File: config.mk
export PLATFORM = sky130hd
export DESIGN_NAME = decrypter_out
export DESIGN_NICKNAME = d
export VERILOG_FILES = /design/src/rtl/decrypter_out.sv
export SDC_FILE = /design/constraint.sdc
export NUM_CORES = 1
export LEC_CHECK = 0
export CORE_ASPECT_RATIO = 0.8
export CORE_MARGIN = 5
export CORE_UTILIZATION = 54
export CTS_BUF_LIST = sky130_fd_sc_hd__clkbuf_8
export CTS_CLUSTER_DIAMETER = 40
export CTS_CLUSTER_SIZE = 16
export DETAILED_ROUTE_END_ITERATION = 7
export PLACE_DENSITY = 0.82
export SLEW_MARGIN = 20
export SYNTH_ARGS = -nofsm -noshare
export SYNTH_HDL_FRONTEND = slang
export SYNTH_SLANG_ARGS = --single-unit
File: constraint.sdc
create_clock -name clk -period 2.6 [get_ports clk]
set_input_delay 0.52 -clock clk [delete_from_list [all_inputs] [get_ports clk]]
set_output_delay 0.52 -clock clk [all_outputs]
set_load 0.01 [all_outputs]
File: src/rtl/decrypter_out.sv
// rtl/decrypter_out.sv - unpacks k-bit plaintext words from FastModExp into an LSB-first UART byte stream
// Bytes may straddle words; the partial byte survives between words until start or reset.
module decrypter_out (
   input  logic        clk,
   input  logic        rst,
   input  logic        start,
   input  logic [5:0]  n_len,
   input  logic        word_ready,
   input  logic [31:0] data_in,
   input  logic        tx_done_tick,
   output logic        tx_start,
   output logic [7:0]  data_out,
   output logic        busy,
   output logic        overrun,
   output logic [2:0]  pending_bits
);

   typedef enum logic [1:0] {IDLE, SHIFT, SEND, WAIT} state_t;

   state_t      state_q, state_d;
   logic [31:0] word_reg_q, word_reg_d;
   logic [7:0]  byte_buf_q, byte_buf_d;
   logic [5:0]  bits_left_q, bits_left_d;
   logic [3:0]  byte_cnt_q, byte_cnt_d;
   logic        tx_start_q, tx_start_d;
   logic [7:0]  data_out_q, data_out_d;
   logic        overrun_q, overrun_d;
   logic [5:0]  k;

   // Plaintext bits per word; a key wider than the datapath still yields at most 31 bits.
   always_comb begin
      k = (n_len > 6'd32) ? 6'd31 : (n_len - 6'd1);
   end

   always_ff @(posedge clk or negedge rst) begin
      if (!rst) begin
         state_q     <= IDLE;
         word_reg_q  <= '0;
         byte_buf_q  <= '0;
         bits_left_q <= '0;
         byte_cnt_q  <= '0;
         tx_start_q  <= 1'b0;
         data_out_q  <= '0;
         overrun_q   <= 1'b0;
      end else begin
         state_q     <= state_d;
         word_reg_q  <= word_reg_d;
         byte_buf_q  <= byte_buf_d;
         bits_left_q <= bits_left_d;
         byte_cnt_q  <= byte_cnt_d;
         tx_start_q  <= tx_start_d;
         data_out_q  <= data_out_d;
         overrun_q   <= overrun_d;
      end
   end

   always_comb begin
      state_d     = state_q;
      word_reg_d  = word_reg_q;
      byte_buf_d  = byte_buf_q;
      bits_left_d = bits_left_q;
      byte_cnt_d  = byte_cnt_q;
      tx_start_d  = 1'b0;
      data_out_d  = data_out_q;
      overrun_d   = overrun_q;

      if (start) begin
         state_d     = IDLE;
         byte_buf_d  = '0;
         byte_cnt_d  = '0;
         bits_left_d = '0;
         overrun_d   = 1'b0;
      end else begin
         if (word_ready && (state_q != IDLE)) begin
            overrun_d = 1'b1;
         end
         case (state_q)
            IDLE: begin
               if (word_ready && (n_len >= 6'd2)) begin
                  word_reg_d  = data_in;
                  bits_left_d = k;
                  state_d     = SHIFT;
               end
            end
            SHIFT: begin
               byte_buf_d  = {word_reg_q[0], byte_buf_q[7:1]};
               word_reg_d  = word_reg_q >> 1;
               bits_left_d = bits_left_q - 6'd1;
               byte_cnt_d  = byte_cnt_q + 4'd1;
               // Registering the byte here makes tx_start and data_out valid during SEND.
               if (byte_cnt_d == 4'd8) begin
                  state_d    = SEND;
                  data_out_d = byte_buf_d;
                  tx_start_d = 1'b1;
               end else if (bits_left_d == 6'd0) begin
                  state_d = IDLE;
               end
            end
            SEND: begin
               byte_cnt_d = '0;
               state_d    = WAIT;
            end
            WAIT: begin
               if (tx_done_tick) begin
                  state_d = (bits_left_q != 6'd0) ? SHIFT : IDLE;
               end
            end
            default: state_d = IDLE;
         endcase
      end
   end

   assign tx_start     = tx_start_q;
   assign data_out     = data_out_q;
   assign busy         = (state_q != IDLE);
   assign overrun      = overrun_q;
   assign pending_bits = byte_cnt_q[2:0];

endmodule

* Yosys cells after proc, flatten, opt, wreduce, memory -nomap -nowiden
Index checks and enable logic that the tools add are counted.
Storage, ports and cells: bits of input ports 43, word-level logic and storage cells 59, output and inout bits 14, flip-flop bits (word level) 62
Operators by class: bitwise operators 1, $lt $le $gt $ge 2, equality and inequality tests 8, muxes and demuxes 22, $add $sub $neg 3, reductions and logical operators 15
Operators by type and width (count):
- $pmux W32 S2 | 1
- $mux W32 | 1
- $mux W6 | 3
- $mux W8 | 2
- $pmux W6 S2 | 1
- $sub A6 B1 Y6 const B | 2
- $mux W2 | 5
- $reduce_and A3 Y1 | 3
- $pmux W2 S4 | 1
- $pmux W4 S2 | 1
- $reduce_bool A2 Y1 | 4
- $ge A6 B2 Y1 const B | 1
- $gt A6 B6 Y1 const B | 1
- $logic_not A6 Y1 | 1
- $mux W1 | 6
- $ne A3 B3 Y1 const B | 2
- $reduce_bool A3 Y1 | 2
- $reduce_bool A6 Y1 | 1
- $add A4 B1 Y4 const B | 1
- $eq A2 B2 Y1 const B | 2
- $eq A4 B4 Y1 const B | 1
- $mux W4 | 1
- $ne A4 B4 Y1 const B | 1
- $eq A2 B1 Y1 const B | 1
- 5 further kinds | 6

* Logic depth before layout (Yosys ltp)
depth after elaboration 6, gate-level depth with buffers 8, depth with buffers taken out 7

* Worst setup path before layout
Ideal clock, no wire load.
path kind reg2reg, from register byte_cnt_q[0], to register data_out_q[0], in the netlist data_out[0], path slack 0.690 ns, arrival time 1.785 ns, cell stages (with the launch flop) 8, path buffers 1, setup time 0.125 ns, clock period less this slack 1.910 ns, required time 2.475 ns, cells stage by stage dfrtp_1 -> ha_1 -> nor2_1 -> a21o_1 -> a31oi_1 -> or3_1 -> buf_6 -> mux2_4
Between the ends: word-level cells in the longest chain between the ends 3
Ends and longest elaborated chain:
- start, declared | line 24 | logic [3:0] byte_cnt_q, byte_cnt_d;
- start signal, assigned | line 50 | byte_cnt_q <= byte_cnt_d;
- $add A4 B1 Y4 | line 89 | byte_cnt_d = byte_cnt_q + 4'd1;
- $eq A4 B4 Y1 | line 91 | if (byte_cnt_d == 4'd8) begin
- $reduce_and A3 Y1 (no line)
- end signal, assigned | line 52 | data_out_q <= data_out_d;
- end, declared | line 26 | logic [7:0] data_out_q, data_out_d;
No other way between the ends. A chain may end at the register's enable or synchronous reset.

* Worst setup path in the final report
from register state_q[1], to output port busy
Between the ends: word-level cells in the longest chain between the ends 1
Ends and longest elaborated chain:
- start, declared | line 20 | state_t state_q, state_d;
- start signal, assigned | line 46 | state_q <= state_d;
- $reduce_bool A2 Y1 | line 115 | assign busy = (state_q != IDLE);
- end, declared | line 13 | output logic busy,
No other way between the ends.

==> results.json <==
{
  "syn_area_um2": 3100,
  "reg2reg_depth": 6,
  "cts.clk_slew.worst_paths_ns": 0.07,
  "grt_max_degree": 65,
  "p_comb_frac": 0.189,
  "start_util": 0.561,
  "r2r-start": "byte_cnt_q[0]",
  "timing.hold.ws_ns": 0.224,
  "critPathMaxFanout": 9,
  "synth_edf_count": 0,
  "clock_skew_ns": 0.00567,
  "vias_per_cell": 5.52,
  "synth_ff_type": "dfrtp_1",
  "synth_top_area_share": 0.492,
  "internal_power_w": 0.00178,
  "synth_compound_area_frac": 0.162,
  "io_pins": 57,
  "p_sw_frac": 0.282,
  "dr_total_vias": 2686,
  "setup_tns_ns": 0,
  "postSynthAreaPerCell_um2": 8.73,
  "layout_min_cycle_time_ns": 2.26,
  "drc_errors": 0,
  "htree_levels": 3,
  "setup_viol": 0,
  "crit_end": "busy",
  "slowest_stage": "dfrtp_1",
  "drive_gt1_frac": 0.0954,
  "cts_tree": "yes",
  "synth-xor-area-share": 0.0113,
  "final_net_count": 454,
  "core_um2": 5530,
  "ys_seq_elements": 61,
  "cts.sinks": 61,
  "cap_violations": 0,
  "cp-start-kind": "flip-flop",
  "syn_nets": 404,
  "gp_congestion": 0.898,
  "ctsHoldBuffers": 0,
  "synth_top_family_by_area": "simple AND/OR/NAND/NOR gates",
  "postRouteAntennaNets": 0,
  "cp.arrival_ns": 1.74,
  "yosys.area_share.simple": 0.213,
  "first_global_vias": 2605,
  "end_kind": "output pin",
  "io_buffers": 56,
  "seqPwrFrac": 0.472,
  "r2r_end": "data_out[2]",
  "synthToLayoutAreaGrowth_pct": 26.6,
  "ir_drop_v": 0.000545,
  "hpwlAfterDp_um": 4840,
  "hold_path.class": "in2async",
  "clockBufferDepth": 2,
  "cp_cell_sequence": "or2_2 -> clkdlybuf4s50_1",
  "dieWidth_um": 94.7,
  "finalWorstSetupSlack_ns": 0.338,
  "drt_iter0_drc": 173,
  "pwr-share-clk": 0.340,
  "yosysTopAreaCell": "dfrtp_1",
  "die_y_um": 77.8,
  "rsz0062_at_grt": "no",
  "critPathRequiredTime_ns": 2.08,
  "grt_pass1_wl_um": 12000,
  "drt-wirelength-per-cell_um": 14.2,
  "synth.area.mux_share": 0.0420,
  "clk_latency_ns": 0.33,
  "r2r_slack_ns": 0.35,
  "relSlewSlack": 0.542,
  "post-route-period-util": 0.870,
  "dp_slack_ns": 0.211,
  "async_flop_share": 1.00,
  "grtUsageTotal": 0.204,
  "max_stage_delay_ns": 0.52,
  "antenna_cells": 0,
  "firstDrtPassIters": 5,
  "worstSetupPathType": "reg2out",
  "num_rows": 24,
  "total_power_w": 0.00247,
  "power_density_nw_per_um2": 630,
  "setup.worst_path.start": "state_q[1]",
  "hold_violations": 0,
  "ys_seq_area_frac": 0.492,
  "die_area_um2": 7370,
  "routed_wl_um": 6930,
  "max_freq_ghz": 0.442,
  "synth_warnings": 0,
  "cts_root_buffer": "clkbuf_8",
  "syn_inst": 355,
  "grt-ovfl-total": 0,
  "slew_violations": 0,
  "ys_top_cells_by_area": "dfrtp_1 (49%), nand2_1 (11%), a31oi_1 (7.1%), nor2_1 (5.8%), mux2_4 (3.9%)",
  "p_switching_w": 0.000696,
  "ys_types": 40,
  "leakage_nw": 1.72,
  "tightest_slew_ns": 0.686,
  "synth_fa_ha_area_frac": 0.0242,
  "post_cts_resized": 0,
  "status": "finished, final reports clean",
  "cts_setup_buffers": 0,
  "antenna_found_initial": 0,
  "numCtsBuffers": 9
}
[area by class of cell]
| cell class | count | area (µm²) |
|---|---|---|
| Timing Repair Buffer | 65 | 648 |
| Tap cell | 78 | 97.6 |
| Fill cell | 439 | 1600 |
| Sequential cell | 61 | 1530 |
| Clock buffer | 11 | 151 |
| Multi-Input combinational cell | 259 | 1420 |
| Clock inverter | 4 | 47.5 |
| Inverter | 9 | 33.8 |
[logic make-up after synthesis]
group,after synthesis
muxes,9
DFF,61
buffers and inverters,35
AOI/OAI and AO/OA,77
adders and majority gates,6
xor gates and xnor gates,4
and+or+nand+nor,163
[layout by cell type (no fill, tap or decap), types with 3 or more instances in the layout]
cell              n
nand2_1          90
dfrtp_1          61
clkdlybuf4s50_1  55
nor2_1           48
a31oi_1          35
a21oi_1          17
clkbuf_8         11
inv_1             8
mux2_4            8
nand3_1           7
nor3_1            7
buf_4             7
o21ai_0           6
ha_1              6
o31ai_1           3
a211oi_1          3
[power by group through the flow]
stage | Sequential [W] | Clock, W | Combinational (W)
floorplan | 0.00115 | 0 | 0.000304
global placement | 0.00117 | 0 | 0.000449
detailed placement | 0.00118 | 0 | 0.000468
CTS | 0.00116 | 0.000856 | 0.000471
global route | 0.00118 | 0.000903 | 0.000534
finish | 0.00117 | 0.000840 | 0.000467
[registers in the layout, indices dropped and copies added (netlist names)]
name,flops
bits_left_q,6
byte_buf_q,7
byte_cnt_q,4
data_out,8
overrun,1
state_q,2
tx_start,1
word_reg_q,32
[metal layers]
metal	track usage	vias up	part of all wire
met1	0.290	1261	0.47
met2	0.308	92	0.44
met3	0.0609	13	0.071
met5	0	-	0
met4	0.0504	0	0.014
li1	-	1320	-
[worst min-delay path by stage]
| stage | startpoint | end | cells past startpoint |
|---|---|---|---|
| 2_1_floorplan | rst | bits_left_q[0] | 0 |
| 3_3_place_gp | overrun | overrun | 2 |
| 3_5_place_dp | overrun | overrun | 2 |
| 4_1_cts | rst | data_out[4] | 1 |
| 5_1_grt | rst | tx_start | 1 |
| 6_report | rst | byte_buf_q[5] | 1 |
[stage by stage]
| stage | std cells | utilization | area, µm² |
|---|---|---|---|
| floorplan | 355 | - | 3100 |
| global placement | 472 | 0.674 | 3720 |
| detailed placement | 472 | 0.674 | 3720 |
| CTS | 487 | 0.710 | 3920 |
| global route | 487 | 0.710 | 3920 |
| finish | 487 | 0.710 | 3920 |
[critical path, delay by kind of cell (launching register included)]
kind / cells / cell delay (ns)
buffers and inverters: 1 / 0.49
and+or+nand+nor: 1 / 0.40
DFF: 1 / 0.52
[synthesized netlist by cell type, types with 2 or more instances]
cell and n:
inv_1 8, buf_1 2, nor2_1 48, nand3_1 7, nor3_1 7, a21oi_1 17, o211ai_1 2, a211oi_1 3
mux2_4 8, nor4_1 2, o31ai_1 3, xor2_1 2, buf_4 7, a21o_1 2, buf_2 4, nor2b_1 2
o21ai_0 6, xnor2_1 2, nand2_1 90, a31oi_1 35, a32oi_1 2, ha_1 6, clkbuf_1 12, dfrtp_1 61
or3_1 2
No activity file was read; power rests on OpenSTA's default activity.
